<file path="config.mk">
export PLATFORM = sky130hd
export DESIGN_NAME = ram_port_arbiter
export DESIGN_NICKNAME = d
export VERILOG_FILES = /design/src/rtl/ram_port_arbiter_pkg.sv /design/src/rtl/ram_port_arbiter_rr_picker_3.sv /design/src/rtl/ram_port_arbiter.sv
export SDC_FILE = /design/constraint.sdc
export NUM_CORES = 1
export LEC_CHECK = 0
export CAP_MARGIN = 20
export CORE_ASPECT_RATIO = 0.5
export CORE_MARGIN = 5
export CORE_UTILIZATION = 35
export DETAILED_ROUTE_END_ITERATION = 16
export GPL_TIMING_DRIVEN = 0
export PLACE_DENSITY = 0.73
export SETUP_SLACK_MARGIN = 0.02
export SLEW_MARGIN = 10
export SYNTH_ARGS = -nofsm -noshare
export SYNTH_HDL_FRONTEND = slang
export SYNTH_SLANG_ARGS = --single-unit
export TNS_END_PERCENT = 100
</file>
<file path="constraint.sdc">
create_clock -name clk -period 3.13 [get_ports clk]
set_input_delay 0.626 -clock clk [delete_from_list [all_inputs] [get_ports clk]]
set_output_delay 0.626 -clock clk [all_outputs]
set_load 0.005 [all_outputs]
</file>
<file path="src/rtl/ram_port_arbiter_pkg.sv">
// Shared definitions for the RAM port arbiter: FSM encoding, requester
// indices and one-hot grant codes for the FFT/FIR/IIR accelerators.
package ram_port_arbiter_pkg;

  typedef enum logic [1:0] {
    ST_IDLE    = 2'd0,
    ST_ARB     = 2'd1,
    ST_XFER    = 2'd2,
    ST_RELEASE = 2'd3
  } state_e;

  typedef logic [1:0] req_idx_t;

  localparam req_idx_t IDX_FFT = 2'd0;
  localparam req_idx_t IDX_FIR = 2'd1;
  localparam req_idx_t IDX_IIR = 2'd2;

  localparam logic [2:0] GNT_NONE = 3'b000;
  localparam logic [2:0] GNT_FFT  = 3'b001;
  localparam logic [2:0] GNT_FIR  = 3'b010;
  localparam logic [2:0] GNT_IIR  = 3'b100;

  function automatic req_idx_t onehot_to_idx(input logic [2:0] oh);
    req_idx_t idx;
    idx = IDX_FFT;
    if (oh[2])      idx = IDX_IIR;
    else if (oh[1]) idx = IDX_FIR;
    return idx;
  endfunction

endpackage

</file>
<file path="src/rtl/ram_port_arbiter_rr_picker_3.sv">
// Combinational 3-way round-robin selector: searches the request vector
// starting just after the last-served requester and returns a one-hot grant.
module rr_picker_3
  import ram_port_arbiter_pkg::*;
(
  input  logic [2:0] req_i,
  input  req_idx_t   rr_ptr_i,
  output logic [2:0] grant_o
);

  // NOTE: grant_o gets a default before the case so no path leaves it
  // unassigned; without it this block would infer a latch.
  always_comb begin
    grant_o = GNT_NONE;
    case (rr_ptr_i)
      IDX_FFT: begin
        if      (req_i[1]) grant_o = GNT_FIR;
        else if (req_i[2]) grant_o = GNT_IIR;
        else if (req_i[0]) grant_o = GNT_FFT;
      end
      IDX_FIR: begin
        if      (req_i[2]) grant_o = GNT_IIR;
        else if (req_i[0]) grant_o = GNT_FFT;
        else if (req_i[1]) grant_o = GNT_FIR;
      end
      default: begin
        if      (req_i[0]) grant_o = GNT_FFT;
        else if (req_i[1]) grant_o = GNT_FIR;
        else if (req_i[2]) grant_o = GNT_IIR;
      end
    endcase
  end

endmodule

</file>
<file path="src/rtl/ram_port_arbiter.sv">
// Round-robin owner of the single RAM port shared by the FFT, FIR and IIR
// accelerators; runs bounded read/write bursts and drives the FIFO strobes.
module ram_port_arbiter
  import ram_port_arbiter_pkg::*;
#(
  parameter int BURST_LEN = 16,
  parameter int CNT_W     = 5,
  parameter int STALL_MAX = 4
) (
  input  logic             clk,
  input  logic             reset,
  input  logic             chipselect,
  input  logic             fft_rd_req,
  input  logic             fir_rd_req,
  input  logic             iir_rd_req,
  input  logic             fft_wr_req,
  input  logic             fir_wr_req,
  input  logic             iir_wr_req,
  input  logic             to_fft_full,
  input  logic             to_fir_full,
  input  logic             to_iir_full,
  input  logic             from_fft_empty,
  input  logic             from_fir_empty,
  input  logic             from_iir_empty,
  output logic [2:0]       grant,
  output logic             grant_wr,
  output logic             ram_read_enable,
  output logic             ram_write_enable,
  output logic             fft_put_req,
  output logic             fir_put_req,
  output logic             iir_put_req,
  output logic             fft_get_req,
  output logic             fir_get_req,
  output logic             iir_get_req,
  output logic [CNT_W-1:0] beat_cnt,
  output logic             burst_done
);

  localparam int STALL_W = $clog2(STALL_MAX + 1);

  state_e             state_q, state_d;
  logic [2:0]         grant_q, grant_d;
  logic               grant_wr_q, grant_wr_d;
  logic [CNT_W-1:0]   beat_cnt_q, beat_cnt_d;
  logic [STALL_W-1:0] stall_cnt_q, stall_cnt_d;
  req_idx_t           rr_ptr_q, rr_ptr_d;

  logic [2:0]         rd_req_v, wr_req_v, full_v, empty_v, any_req_v, pick;
  logic               any_req, xfer_active, dir_req, rd_beat, wr_beat, beat;
  logic               last_beat, stall_timeout;
  logic [STALL_W-1:0] stall_next;

  assign rd_req_v  = {iir_rd_req, fir_rd_req, fft_rd_req};
  assign wr_req_v  = {iir_wr_req, fir_wr_req, fft_wr_req};
  assign full_v    = {to_iir_full, to_fir_full, to_fft_full};
  assign empty_v   = {from_iir_empty, from_fir_empty, from_fft_empty};
  assign any_req_v = rd_req_v | wr_req_v;
  assign any_req   = |any_req_v;

  rr_picker_3 u_picker (
    .req_i    (any_req_v),
    .rr_ptr_i (rr_ptr_q),
    .grant_o  (pick)
  );

  // Beats are decided from the registered grant and today's FIFO flags, so the
  // RAM strobe and the FIFO strobe rise in the same cycle. Chipselect gates
  // them immediately rather than waiting for the FSM to reach IDLE.
  assign xfer_active = (state_q == ST_XFER) && chipselect;
  assign dir_req     = grant_wr_q ? |(grant_q & wr_req_v) : |(grant_q & rd_req_v);
  assign rd_beat     = xfer_active && !grant_wr_q && |(grant_q & rd_req_v & ~full_v);
  assign wr_beat     = xfer_active &&  grant_wr_q && |(grant_q & wr_req_v & ~empty_v);
  assign beat        = rd_beat || wr_beat;

  assign stall_next    = (stall_cnt_q == STALL_W'(STALL_MAX)) ? stall_cnt_q
                                                              : stall_cnt_q + 1'b1;
  assign last_beat     = beat && (beat_cnt_q == CNT_W'(BURST_LEN - 1));
  assign stall_timeout = !beat && (stall_next == STALL_W'(STALL_MAX));

  // NOTE: every register here uses non-blocking assignment so all flops
  // sample their _d values from the same pre-edge snapshot.
  always_ff @(posedge clk or negedge reset) begin
    if (!reset) begin
      state_q     <= ST_IDLE;
      grant_q     <= GNT_NONE;
      grant_wr_q  <= 1'b0;
      beat_cnt_q  <= '0;
      stall_cnt_q <= '0;
      rr_ptr_q    <= IDX_FFT;
    end else begin
      state_q     <= state_d;
      grant_q     <= grant_d;
      grant_wr_q  <= grant_wr_d;
      beat_cnt_q  <= beat_cnt_d;
      stall_cnt_q <= stall_cnt_d;
      rr_ptr_q    <= rr_ptr_d;
    end
  end

  always_comb begin
    state_d     = state_q;
    grant_d     = grant_q;
    grant_wr_d  = grant_wr_q;
    beat_cnt_d  = beat_cnt_q;
    stall_cnt_d = stall_cnt_q;
    rr_ptr_d    = rr_ptr_q;

    if (!chipselect) begin
      state_d     = ST_IDLE;
      grant_d     = GNT_NONE;
      grant_wr_d  = 1'b0;
      beat_cnt_d  = '0;
      stall_cnt_d = '0;
    end else begin
      case (state_q)
        ST_IDLE: begin
          if (any_req) state_d = ST_ARB;
        end
        ST_ARB: begin
          if (pick != GNT_NONE) begin
            state_d     = ST_XFER;
            grant_d     = pick;
            // Write wins when the chosen requester asks for both directions.
            grant_wr_d  = |(pick & wr_req_v);
            beat_cnt_d  = '0;
            stall_cnt_d = '0;
          end else begin
            state_d = ST_IDLE;
          end
        end
        ST_XFER: begin
          if (beat) begin
            beat_cnt_d  = beat_cnt_q + 1'b1;
            stall_cnt_d = '0;
          end else begin
            stall_cnt_d = stall_next;
          end
          if (last_beat || !dir_req || stall_timeout) state_d = ST_RELEASE;
        end
        ST_RELEASE: begin
          rr_ptr_d    = onehot_to_idx(grant_q);
          grant_d     = GNT_NONE;
          grant_wr_d  = 1'b0;
          beat_cnt_d  = '0;
          stall_cnt_d = '0;
          state_d     = any_req ? ST_ARB : ST_IDLE;
        end
        default: state_d = ST_IDLE;
      endcase
    end
  end

  always_comb begin
    grant            = chipselect ? grant_q : GNT_NONE;
    grant_wr         = chipselect && grant_wr_q;
    beat_cnt         = beat_cnt_q;
    burst_done       = chipselect && (state_q == ST_RELEASE);
    ram_read_enable  = rd_beat;
    ram_write_enable = wr_beat;
    fft_put_req      = rd_beat && grant_q[0];
    fir_put_req      = rd_beat && grant_q[1];
    iir_put_req      = rd_beat && grant_q[2];
    fft_get_req      = wr_beat && grant_q[0];
    fir_get_req      = wr_beat && grant_q[1];
    iir_get_req      = wr_beat && grant_q[2];
  end

endmodule

</file>
# After elaboration in Yosys (flattened, before gate mapping)

Index checks and enable logic that the tools add are counted.

Logic and storage cells: 99
Bits of input ports: 15
Register bits: 16
Output and inout port bits: 18

Reductions and logical operators: 35
$add $sub $neg: 2
Equal/unequal tests: 13
Muxes and demuxes: 35
Bitwise gates (word level): 8

Operators by type and width:

| operator                                      | number |
|---|---|
| 2-to-1 mux 3 bit                              | 14 |
| OR reduction 3 bit                            | 6 |
| AND 3 bit                                     | 5 |
| logical AND 1 bit                             | 15 |
| 2-to-1 mux 5 bit                              | 3 |
| one-hot mux 5 bit (3 select lines)            | 1 |
| 2-to-1 mux 2 bit                              | 6 |
| one-hot mux 3 bit (2 select lines)            | 2 |
| != test 3 bit, second input constant          | 3 |
| one-hot mux 3 bit (3 select lines)            | 1 |
| one-hot mux 2 bit (4 select lines)            | 1 |
| AND reduction 2 bit                           | 4 |
| == test 3 bit, second input constant          | 2 |
| 2-to-1 mux 1 bit                              | 6 |
| inverter 3 bit                                | 2 |
| adder 5 x 1 -> 5 bit, second input constant   | 1 |
| == test 5 x 4 -> 1 bit, second input constant | 1 |
| == test 2 x 1 -> 1 bit, second input constant | 2 |
| == test 2 bit, second input constant          | 2 |
| logical NOT 2 bit                             | 2 |
| != test 4 x 1 -> 1 bit, second input constant | 1 |
| adder 3 x 1 -> 3 bit, second input constant   | 1 |
| logical NOT 1 bit                             | 3 |
| logical OR 1 bit                              | 3 |
| 6 further kinds                               | 6 |

# Depth between registers and ports, before layout

Gate-level depths: netlist of run 1.

Depth after elaboration: 11
Depth in mapped cells: 7
Gate-level depth less buffers: 7

# By module

From an unflattened synthesis of run 1, not the netlist that was laid out.

Cells, all modules: 132
Area total of the unflattened synthesis: 1179.9 µm²

By module, submodules not included:

| module           | area an instance (µm²) | seq. area each (µm²) | times used | cells each |
|---|---|---|---|---|
| ram_port_arbiter | 1128.6                 | 400.4                | 1          | 125 |
| rr_picker_3      | 51.3                   | 0.0                  | 1          | 7 |

# Worst setup path after synthesis of run 1

OpenSTA, ideal clock, no wires.

Kind: in2out
Start: input fir_rd_req
End: output fft_put_req
Data arrival time: 1.402 ns
Path buffers: 0
Stages on the path: 4
Data required time: 2.504 ns
Path slack: 1.102 ns
Cell sequence: nand2_1 > o221ai_2 > nor3b_1 > and2_1

Word-level cells in the longest chain between the ends: 5

RTL lines:

| item                   | RTL line                | source |
|---|---|---|
| start: declaration     | ram_port_arbiter.sv:14  | `input logic fir_rd_req,` |
| AND 3 bit (2 in a row) | ram_port_arbiter.sv:71  | `assign rd_beat = xfer_active && !grant_wr_q && \|(grant_q & rd_req_v & ~full_v);` |
| OR reduction 3 bit     | ram_port_arbiter.sv:71  |  |
| logical AND 1 bit      | ram_port_arbiter.sv:71  |  |
| via ram_read_enable    | ram_port_arbiter.sv:27  | `output logic ram_read_enable,` |
| logical AND 1 bit      | ram_port_arbiter.sv:160 | `fft_put_req = rd_beat && grant_q[0];` |
| end: declaration       | ram_port_arbiter.sv:29  | `output logic fft_put_req,` |

The timed path passes the listed nets, and every way through them passes these cells.

# Worst setup path after layout of run 1

Start: input fft_wr_req
End: output fir_get_req

Word-level cells in the longest chain between the ends: 5

RTL lines:

| item                   | RTL line                | source |
|---|---|---|
| start: declaration     | ram_port_arbiter.sv:16  | `input logic fft_wr_req,` |
| AND 3 bit (2 in a row) | ram_port_arbiter.sv:72  | `assign wr_beat = xfer_active && grant_wr_q && \|(grant_q & wr_req_v & ~empty_v);` |
| OR reduction 3 bit     | ram_port_arbiter.sv:72  |  |
| logical AND 1 bit      | ram_port_arbiter.sv:72  |  |
| logical AND 1 bit      | ram_port_arbiter.sv:164 | `fir_get_req = wr_beat && grant_q[1];` |
| end: declaration       | ram_port_arbiter.sv:33  | `output logic fir_get_req,` |

No other way between the ends.

==> results of run 1 <==
-- cell families (layout without fill, tap and decap cells) --
group | Yosys count | after routing | synth area share [%]
buffers and inverters | 17 | 52 | 5.53
and+or+nand+nor | 62 | 62 | 26.7
DFF | 16 | 16 | 33.4
muxes | 6 | 6 | 5.95
AOI/OAI and AO/OA | 39 | 39 | 22.7
xor gates and xnor gates | 1 | 1 | 0.731
adders and majority gates | 5 | 5 | 5.01
-- area by class of cell --
class	count	share of cell area, %
plain buffers	7	1.83
clock buffers	3	2.51
well taps	42	3.20
flip-flops and latches	16	24.4
repair buffers	33	20.1
multi-input cells	113	45.9
inverters	9	2.06
-- cell usage in the layout (no fill, tap or decap), types with 3 or more instances in the layout --
cell / instances
a21oi_1: 8
and2_1: 11
and3_1: 4
clkbuf_1: 4
clkbuf_8: 3
clkdlybuf4s50_1: 31
dfrtp_1: 16
ha_1: 4
inv_1: 9
nand2_1: 21
nand3_1: 8
nand3b_1: 4
nor2_1: 5
o21ai_0: 7
o22ai_1: 5
-- power breakdown --
| group | internal (mW) | total [mW] | switching [mW] |
|---|---|---|---|
| Clock | 0.0852 | 0.152 | 0.0670 |
| Combinational | 0.0678 | 0.143 | 0.0755 |
| Sequential | 0.219 | 0.232 | 0.0127 |
| Total | 0.372 | 0.527 | 0.155 |
-- through the flow --
stage                     total power [mW]  utilization [%]  area [µm²]  TNS [ps]
after CTS                            0.528             48.2        1620         0
after global routing                 0.561             48.9        1640         0
after global placement               0.371             46.8        1570      -189
after detailed placement             0.375             46.8        1570      -239
final                                0.527             48.9        1640         0
after floorplan                      0.321                -        1200         0
-- sequential cells by signal (all words and copies together), names as in the netlist --
signal       cells
state_q          2
grant_wr_q       1
grant_q          3
beat_cnt         5
stall_cnt_q      3
rr_ptr_q         2
-- worst max path at each step --
stage,endpoint,cells past startpoint
after global placement,fft_put_req,6
after floorplan,fft_put_req,4
after global routing,iir_put_req,6
after CTS,fft_put_req,6
after detailed placement,fft_put_req,6
final,fir_get_req,6
-- what timing repair did --
action                     4_1_cts  5_1_grt
hold endpoints to repair         0        0
pin swaps                        0        1
buffers inserted                 0        1
resized for setup                1        5
setup endpoints to repair        4        7
-- metal layers --
layer  GRT usage, %  vias to the layer above
li1               -                      595
met1           17.5                      554
met2           22.4                       20
met3           2.21                        4
met4           3.89                        0
met5              0                        -
==> results.json, run 1 <==
{
  "status": "complete, no violations",
  "ir_drop_v": 0.000129,
  "syn_avg_cell_area_um2": 8.21,
  "synth_ff_type": "dfrtp_1",
  "synth-seq-area-share_pct": 33.4,
  "wire_per_inst_um": 13.8,
  "place_hpwl_um": 2430,
  "synth_nets": 165,
  "dr.pass1.iters": 4,
  "area_growth_pct": 37.1,
  "clk_latency_ps": 250,
  "required_ps": 2500,
  "synth_area_leaders": "dfrtp_1, nand2_1, and2_1, ha_1, a21oi_1",
  "ys_warn_count": 0,
  "drive_gt1_share_pct": 8.29,
  "period_needed_ps": 3000,
  "slew_violations": 0,
  "gp_congestion": 0.875,
  "hp-class": "reg -> reg",
  "seq_area_um2": 400,
  "initial_utilization_pct": 35.7,
  "path_cells": "clkdlybuf4s50_1 > nand2_1 > o211ai_2 > and3_1 > and2_1 > clkdlybuf4s50_1",
  "fillCellCount": 317,
  "critPathBufInv": 2,
  "hold_start": "beat_cnt[0]",
  "wl_met3_um": 76,
  "r2r-end": "state_q[0]",
  "grt_max_degree": 17,
  "diodes": 0,
  "setup_viol": 0,
  "syn_inst": 146,
  "cts_hold_buf": 0,
  "overflow": 0,
  "avgViaCountPerCell": 5.26,
  "ant_nets": 0,
  "holdPathEnd": "beat_cnt[0]",
  "holdWs_ps": 553,
  "r2r-start": "grant_q[2]",
  "fin_ws_ps": 128,
  "die_w_um": 92.8,
  "synth_top_cells_by_count": "nand2_1, dfrtp_1, and2_1",
  "top_layer": "met4",
  "post-route-period-util_pct": 95.9,
  "wl_met2_um": 1500,
  "ys_ff_latch": 16,
  "crit_top_cell": "clkdlybuf4s50_1",
  "rsz0062_at_grt": "false",
  "fp-row-count": 15,
  "clkSinkCount": 16,
  "async_flop_share_pct": 100,
  "synth-edff-count": 0,
  "reg2reg_depth": 7,
  "skew_ps": 1.51,
  "drt-met1-wl_um": 1460,
  "grt_pass1_wl_um": 5000,
  "drtIter0Drc": 55,
  "place.port_buffers": 32,
  "maxSlewHeadroom_pct": 52.0,
  "nNetsFinal": 202,
  "pre_cts_ws_ps": -84.3,
  "critical_path_class": "in -> out",
  "crit_path_max_incr_delay_ps": 530,
  "wl_um": 3070,
  "cp_slowest_cell": "clkdlybuf4s50_1",
  "synth_top_area_share_pct": 33.4,
  "synth_cell_types": 43,
  "cts_made_buffers": 3,
  "track_usage_pct": 13.3,
  "placed_cells": 220,
  "clkTransAtPathRegs_ps": 60,
  "die_height_um": 51.4,
  "dieArea_um2": 4770,
  "core_area_um2": 3360,
  "holdPathStages": 1,
  "cap_violations": 0,
  "p_leak_nw": 0.666,
  "tritoncts": "yes",
  "p_per_area_nw_per_um2": 321,
  "drc_errors": 0,
  "synth_area_um2": 1200,
  "yosysMostFrequentCell": "nand2_1",
  "crit_path_start_kind": "primary input",
  "crit_start": "fft_wr_req",
  "vias": 1173,
  "crit_family": "buffers and inverters",
  "antenna_found_initial": 0,
  "yosysTopAreaCell": "dfrtp_1",
  "grt_pass1_vias": 1064,
  "r2r_slack_ps": 1080,
  "cp_data_arrival_time_ps": 2380,
  "cts-root-buf": "clkbuf_8",
  "timing.fmax_ghz": 0.333,
  "max-clock-path-buffers": 2,
  "io_pins": 33,
  "critPathMaxFanout": 4,
  "worst_pin_slew_ps": 718,
  "multi_input_area_um2": 754,
  "htreeDepth": 1,
  "hold_violations": 0,
  "critPathCaptureType": "primary output",
  "layout.cells.non_filler": 223
}
Power figures use the tool's default switching activity.
==> run 2: changes to the inputs <==
Settings changed: SETUP_SLACK_MARGIN 0.02 to not set.
==> results.json, run 2 (same netlist as run 1, synthesis figures left out) <==
{
  "status": "complete, no violations",
  "sw_frac_of_total_pct": 29.4,
  "p_per_area_nw_per_um2": 321,
  "nNetsFinal": 202,
  "drc_errors": 0,
  "setup_viol": 0,
  "hp-class": "reg -> reg",
  "internal_power_uw": 372,
  "slew_violations": 0,
  "htreeDepth": 1,
  "cp_data_arrival_time_ps": 2380,
  "die_w_um": 92.8,
  "crit_path_start_kind": "primary input",
  "clockPowerShare_pct": 28.9,
  "holdPathEnd": "beat_cnt[0]",
  "path_cells": "clkdlybuf4s50_1 > nand2_1 > o211ai_2 > and3_1 > and2_1 > clkdlybuf4s50_1",
  "drive_gt1_share_pct": 7.73,
  "die_height_um": 51.4,
  "critPathCaptureType": "primary output",
  "holdPathStages": 1,
  "initial_utilization_pct": 35.7,
  "clkSinkCount": 16,
  "cts-root-buf": "clkbuf_8",
  "overflow": 0,
  "r2r-end": "state_q[0]",
  "fp-row-count": 15,
  "dieArea_um2": 4770,
  "track_usage_pct": 13.3,
  "combPwrFrac_pct": 27.1,
  "cts_made_buffers": 3,
  "largest_register_ffs": 5,
  "reg2reg_depth": 7,
  "crit_path_max_incr_delay_ps": 530,
  "cap_violations": 0,
  "maxSlewHeadroom_pct": 51.8,
  "post-route-period-util_pct": 96.0,
  "cp_slowest_cell": "clkdlybuf4s50_1",
  "pre_cts_ws_ps": -84.3,
  "r2r-start": "grant_q[2]",
  "seq_power_share_pct": 44.0,
  "period_needed_ps": 3010,
  "ant_nets": 0,
  "gp_congestion": 0.875,
  "area_growth_pct": 37.0,
  "final_cell_mix": "clkdlybuf4s50_1, nand2_1, dfrtp_1, and2_1, inv_1",
  "required_ps": 2500,
  "p_leak_nw": 0.663,
  "hold_violations": 0,
  "diodes": 0,
  "ir_drop_v": 0.000126,
  "grt_max_degree": 17,
  "drtIter0Drc": 73,
  "core_area_um2": 3360,
  "dr.pass1.iters": 4,
  "tritoncts": "yes",
  "io_pins": 33,
  "p_switching_uw": 155,
  "timing.fmax_ghz": 0.333,
  "wl_um": 3060,
  "wire_per_inst_um": 13.7,
  "grt_pass1_vias": 1064,
  "hold_start": "beat_cnt[0]",
  "skew_ps": 2.33,
  "crit_top_cell": "clkdlybuf4s50_1",
  "place.port_buffers": 32,
  "avgViaCountPerCell": 5.22,
  "clkTransAtPathRegs_ps": 60,
  "critical_path_class": "in -> out",
  "worst_pin_slew_ps": 720,
  "r2r_slack_ps": 1090,
  "layout_commonest_cell": "clkdlybuf4s50_1",
  "critPathMaxFanout": 4,
  "holdWs_ps": 553,
  "clk_latency_ps": 250,
  "rsz0062_at_grt": "false",
  "fin_ws_ps": 124,
  "antenna_found_initial": 0,
  "utilization_pct": 48.9,
  "place_hpwl_um": 2430,
  "vias": 1165,
  "grt_pass1_wl_um": 5000,
  "max-clock-path-buffers": 2
}
-- run 2: changes by cell type in the layout (fill, tap and decap cells not counted) --
cell / delta
clkbuf_1: +1
clkbuf_2: -1
-- run 2: cell type report --
class	instances	area, µm²
Multi-Input combinational cell	113	754
Sequential cell	16	400
Clock buffer	3	41.3
Inverter	9	33.8
Timing Repair Buffer	33	330
Fill cell	316	1720
Tap cell	42	52.6
Buffer	7	28.8
-- run 2: how the worst max path moves through the flow --
stage                    start           to  slack, ps  cells past startpoint
floorplan           fir_rd_req  fft_put_req       1100                      4
global placement    fft_rd_req  fft_put_req        -70                      6
detailed placement  fft_rd_req  fft_put_req        -80                      6
CTS                 fft_rd_req  fft_put_req         30                      6
global route        chipselect   burst_done          9                      5
finish              fft_wr_req  fir_get_req        120                      6
-- run 2: routing by layer --
metal  GRT usage [%]  routed length (µm)  vias up
met3            2.21                  76        4
met1            17.5                1460      546
met4            3.89                  25        0
met5               0                   0        -
li1                -                   -      594
met2            22.4                1500       21
-- run 2: repair_timing --
action	4_1_cts	5_1_grt
gates resized for setup	1	3
buffers inserted	0	1
setup endpoints to repair	3	6
hold buffers	0	0
pin swaps	0	1
endpoints found under the hold margin	0	0
-- run 2: worst max-delay path: cells and delay by family --
kind / cells / cell delay (ps)
buf+inv: 2 / 1030
simple gates: 3 / 490
compound gates: 1 / 230
-- run 2: power by group through the flow --
stage	sequential (mW)	combinational, mW	clock, mW
floorplan	0.231	0.0895	0
global route	0.233	0.160	0.168
CTS	0.231	0.141	0.157
finish	0.232	0.143	0.152
detailed placement	0.235	0.140	0
global placement	0.234	0.137	0
-- run 2: metrics by stage --
| step | std cells | instance area [µm²] | power [mW] | setup TNS, ps |
|---|---|---|---|---|
| after floorplan | 146 | 1200 | 0.321 | 0 |
| after global placement | 220 | 1570 | 0.371 | -189 |
| after detailed placement | 220 | 1570 | 0.375 | -239 |
| after CTS | 223 | 1620 | 0.528 | 0 |
| after global routing | 223 | 1640 | 0.561 | 0 |
| final | 223 | 1640 | 0.527 | 0 |
==> run 3: changes to the inputs <==
Settings changed: TNS_END_PERCENT 100 to 30.
Clock period 3.13 ns to 3.48 ns, I/O delays scaled along.
==> results.json, run 3 (same netlist as run 1, synthesis figures left out) <==
{
  "track_usage_pct": 13.3,
  "r2r-start": "grant_q[2]",
  "io_pins": 33,
  "place_area_um2": 1570,
  "dr.pass1.iters": 4,
  "die_height_um": 51.4,
  "critPathBufInv": 2,
  "seq_power_share_pct": 44.1,
  "critical_path_class": "in -> out",
  "final_cell_mix": "clkdlybuf4s50_1, nand2_1, dfrtp_1, and2_1, inv_1",
  "setup_viol": 0,
  "drtIter0Drc": 64,
  "combPwrFrac_pct": 26.7,
  "cts_made_buffers": 3,
  "clkTransAtPathRegs_ps": 60,
  "cts_hold_buf": 0,
  "antenna_found_initial": 0,
  "ir_drop_v": 0.000113,
  "drive_gt1_share_pct": 6.63,
  "fp-row-count": 15,
  "grt-busiest-layer": "met2",
  "gp_congestion": 0.875,
  "drc_errors": 0,
  "place_hpwl_um": 2430,
  "use_met3_pct": 2.21,
  "die_w_um": 92.8,
  "grt_use_met2_pct": 22.4,
  "cap_violations": 0,
  "core_area_um2": 3360,
  "final_area_um2": 1610,
  "htreeDepth": 1,
  "grt_max_degree": 17,
  "largest_register_ffs": 5,
  "cts-root-buf": "clkbuf_8",
  "tritoncts": "yes",
  "crit_path_max_incr_delay_ps": 540,
  "sw_frac_of_total_pct": 29.3,
  "holdPathEnd": "beat_cnt[0]",
  "maxSlewHeadroom_pct": 52.0,
  "required_ps": 2780,
  "timing.fmax_ghz": 0.298,
  "crit_family": "buffers and inverters",
  "grt_pass1_wl_um": 5000,
  "critPathCaptureType": "primary output",
  "initial_utilization_pct": 35.7,
  "hold_violations": 0,
  "place.port_buffers": 32,
  "crit_top_cell": "clkdlybuf4s50_1",
  "hp-class": "reg -> reg",
  "nNetsFinal": 202,
  "skew_ps": 1.40,
  "grt_pass1_vias": 1064,
  "ant_nets": 0,
  "p_per_area_nw_per_um2": 292,
  "cp_slowest_cell": "clkdlybuf4s50_1",
  "dieArea_um2": 4770,
  "area_growth_pct": 34.6,
  "status": "complete, no violations",
  "internal_power_uw": 333,
  "path_cells": "clkdlybuf4s50_1 > nand2_1 > o221ai_2 > nor3b_1 > and2_1 > clkdlybuf4s50_1",
  "wire_per_inst_um": 13.7,
  "tns_ps": 0,
  "post-route-period-util_pct": 96.4,
  "vias": 1171,
  "clkSinkCount": 16,
  "holdPathStages": 1,
  "p_switching_uw": 138,
  "layout_commonest_cell": "clkdlybuf4s50_1",
  "clockPowerShare_pct": 29.2,
  "ctsResizeCount": 0,
  "r2r-end": "state_q[0]",
  "cp_data_arrival_time_ps": 2660,
  "gr-usage-met1_pct": 17.5,
  "diodes": 0,
  "r2r_slack_ps": 1580,
  "max-clock-path-buffers": 2,
  "overflow": 0,
  "critPathMaxFanout": 5,
  "crit_path_start_kind": "primary input",
  "worst_pin_slew_ps": 718,
  "post_cts_buffers": 0,
  "clk_latency_ps": 250,
  "hold_start": "beat_cnt[0]",
  "avgViaCountPerCell": 5.25,
  "p_leak_nw": 0.646,
  "period_needed_ps": 3360,
  "wl_um": 3050,
  "slew_violations": 0,
  "rsz0062_at_grt": "false",
  "reg2reg_depth": 6
}
## run 3: cell type report
class	count	area (µm²)
Buffer	8	32.5
Clock buffer	3	41.3
Fill cell	318	1750
Inverter	9	33.8
Multi-Input combinational cell	113	732
Sequential cell	16	400
Tap cell	42	52.6
Timing Repair Buffer	32	320
## run 3: per-layer routing
layer	vias to the layer above	wire length, µm
li1	593	-
met1	551	1400
met2	23	1530
met3	4	98
met4	0	25
met5	-	0
## run 3: stage by stage
stage	util, %	total power [mW]	cells	setup slack (ps)	hold slack (ps)
6_report	48.0	0.472	223	124	552
5_1_grt	48.0	0.502	223	6.28	595
4_1_cts	48.0	0.475	223	111	556
3_5_place_dp	46.8	0.337	220	126	551
3_3_place_gp	46.8	0.334	220	145	545
2_1_floorplan	-	0.289	146	1310	400
## run 3: worst max path at each step
stage | startpoint | to | slack (ps) | depth (start not counted)
4_1_cts | fft_rd_req | fft_put_req | 110 | 6
5_1_grt | fft_rd_req | iir_put_req | 6 | 6
3_3_place_gp | fft_rd_req | fft_put_req | 140 | 6
3_5_place_dp | fft_rd_req | fft_put_req | 130 | 6
2_1_floorplan | fir_rd_req | fft_put_req | 1310 | 4
6_report | fft_rd_req | iir_put_req | 120 | 6
## run 3: worst reg2reg max path, delay by kind of cell, from the launching register on
| family | cells | cell delay, ps |
|---|---|---|
| AND/OR/NAND/NOR | 1 | 130 |
| flip-flops | 1 | 370 |
| multiplexers | 2 | 650 |
| buffers and inverters | 1 | 180 |
| AO/OA/AOI/OAI | 2 | 460 |
## run 3: power groups by stage
stage                     clock (mW)  combinational (mW)  sequential (mW)
final                          0.138               0.126            0.208
after global routing           0.151               0.141            0.209
after CTS                      0.141               0.126            0.208
after detailed placement           0               0.126            0.211
after global placement             0               0.123            0.210
after floorplan                    0              0.0805            0.208
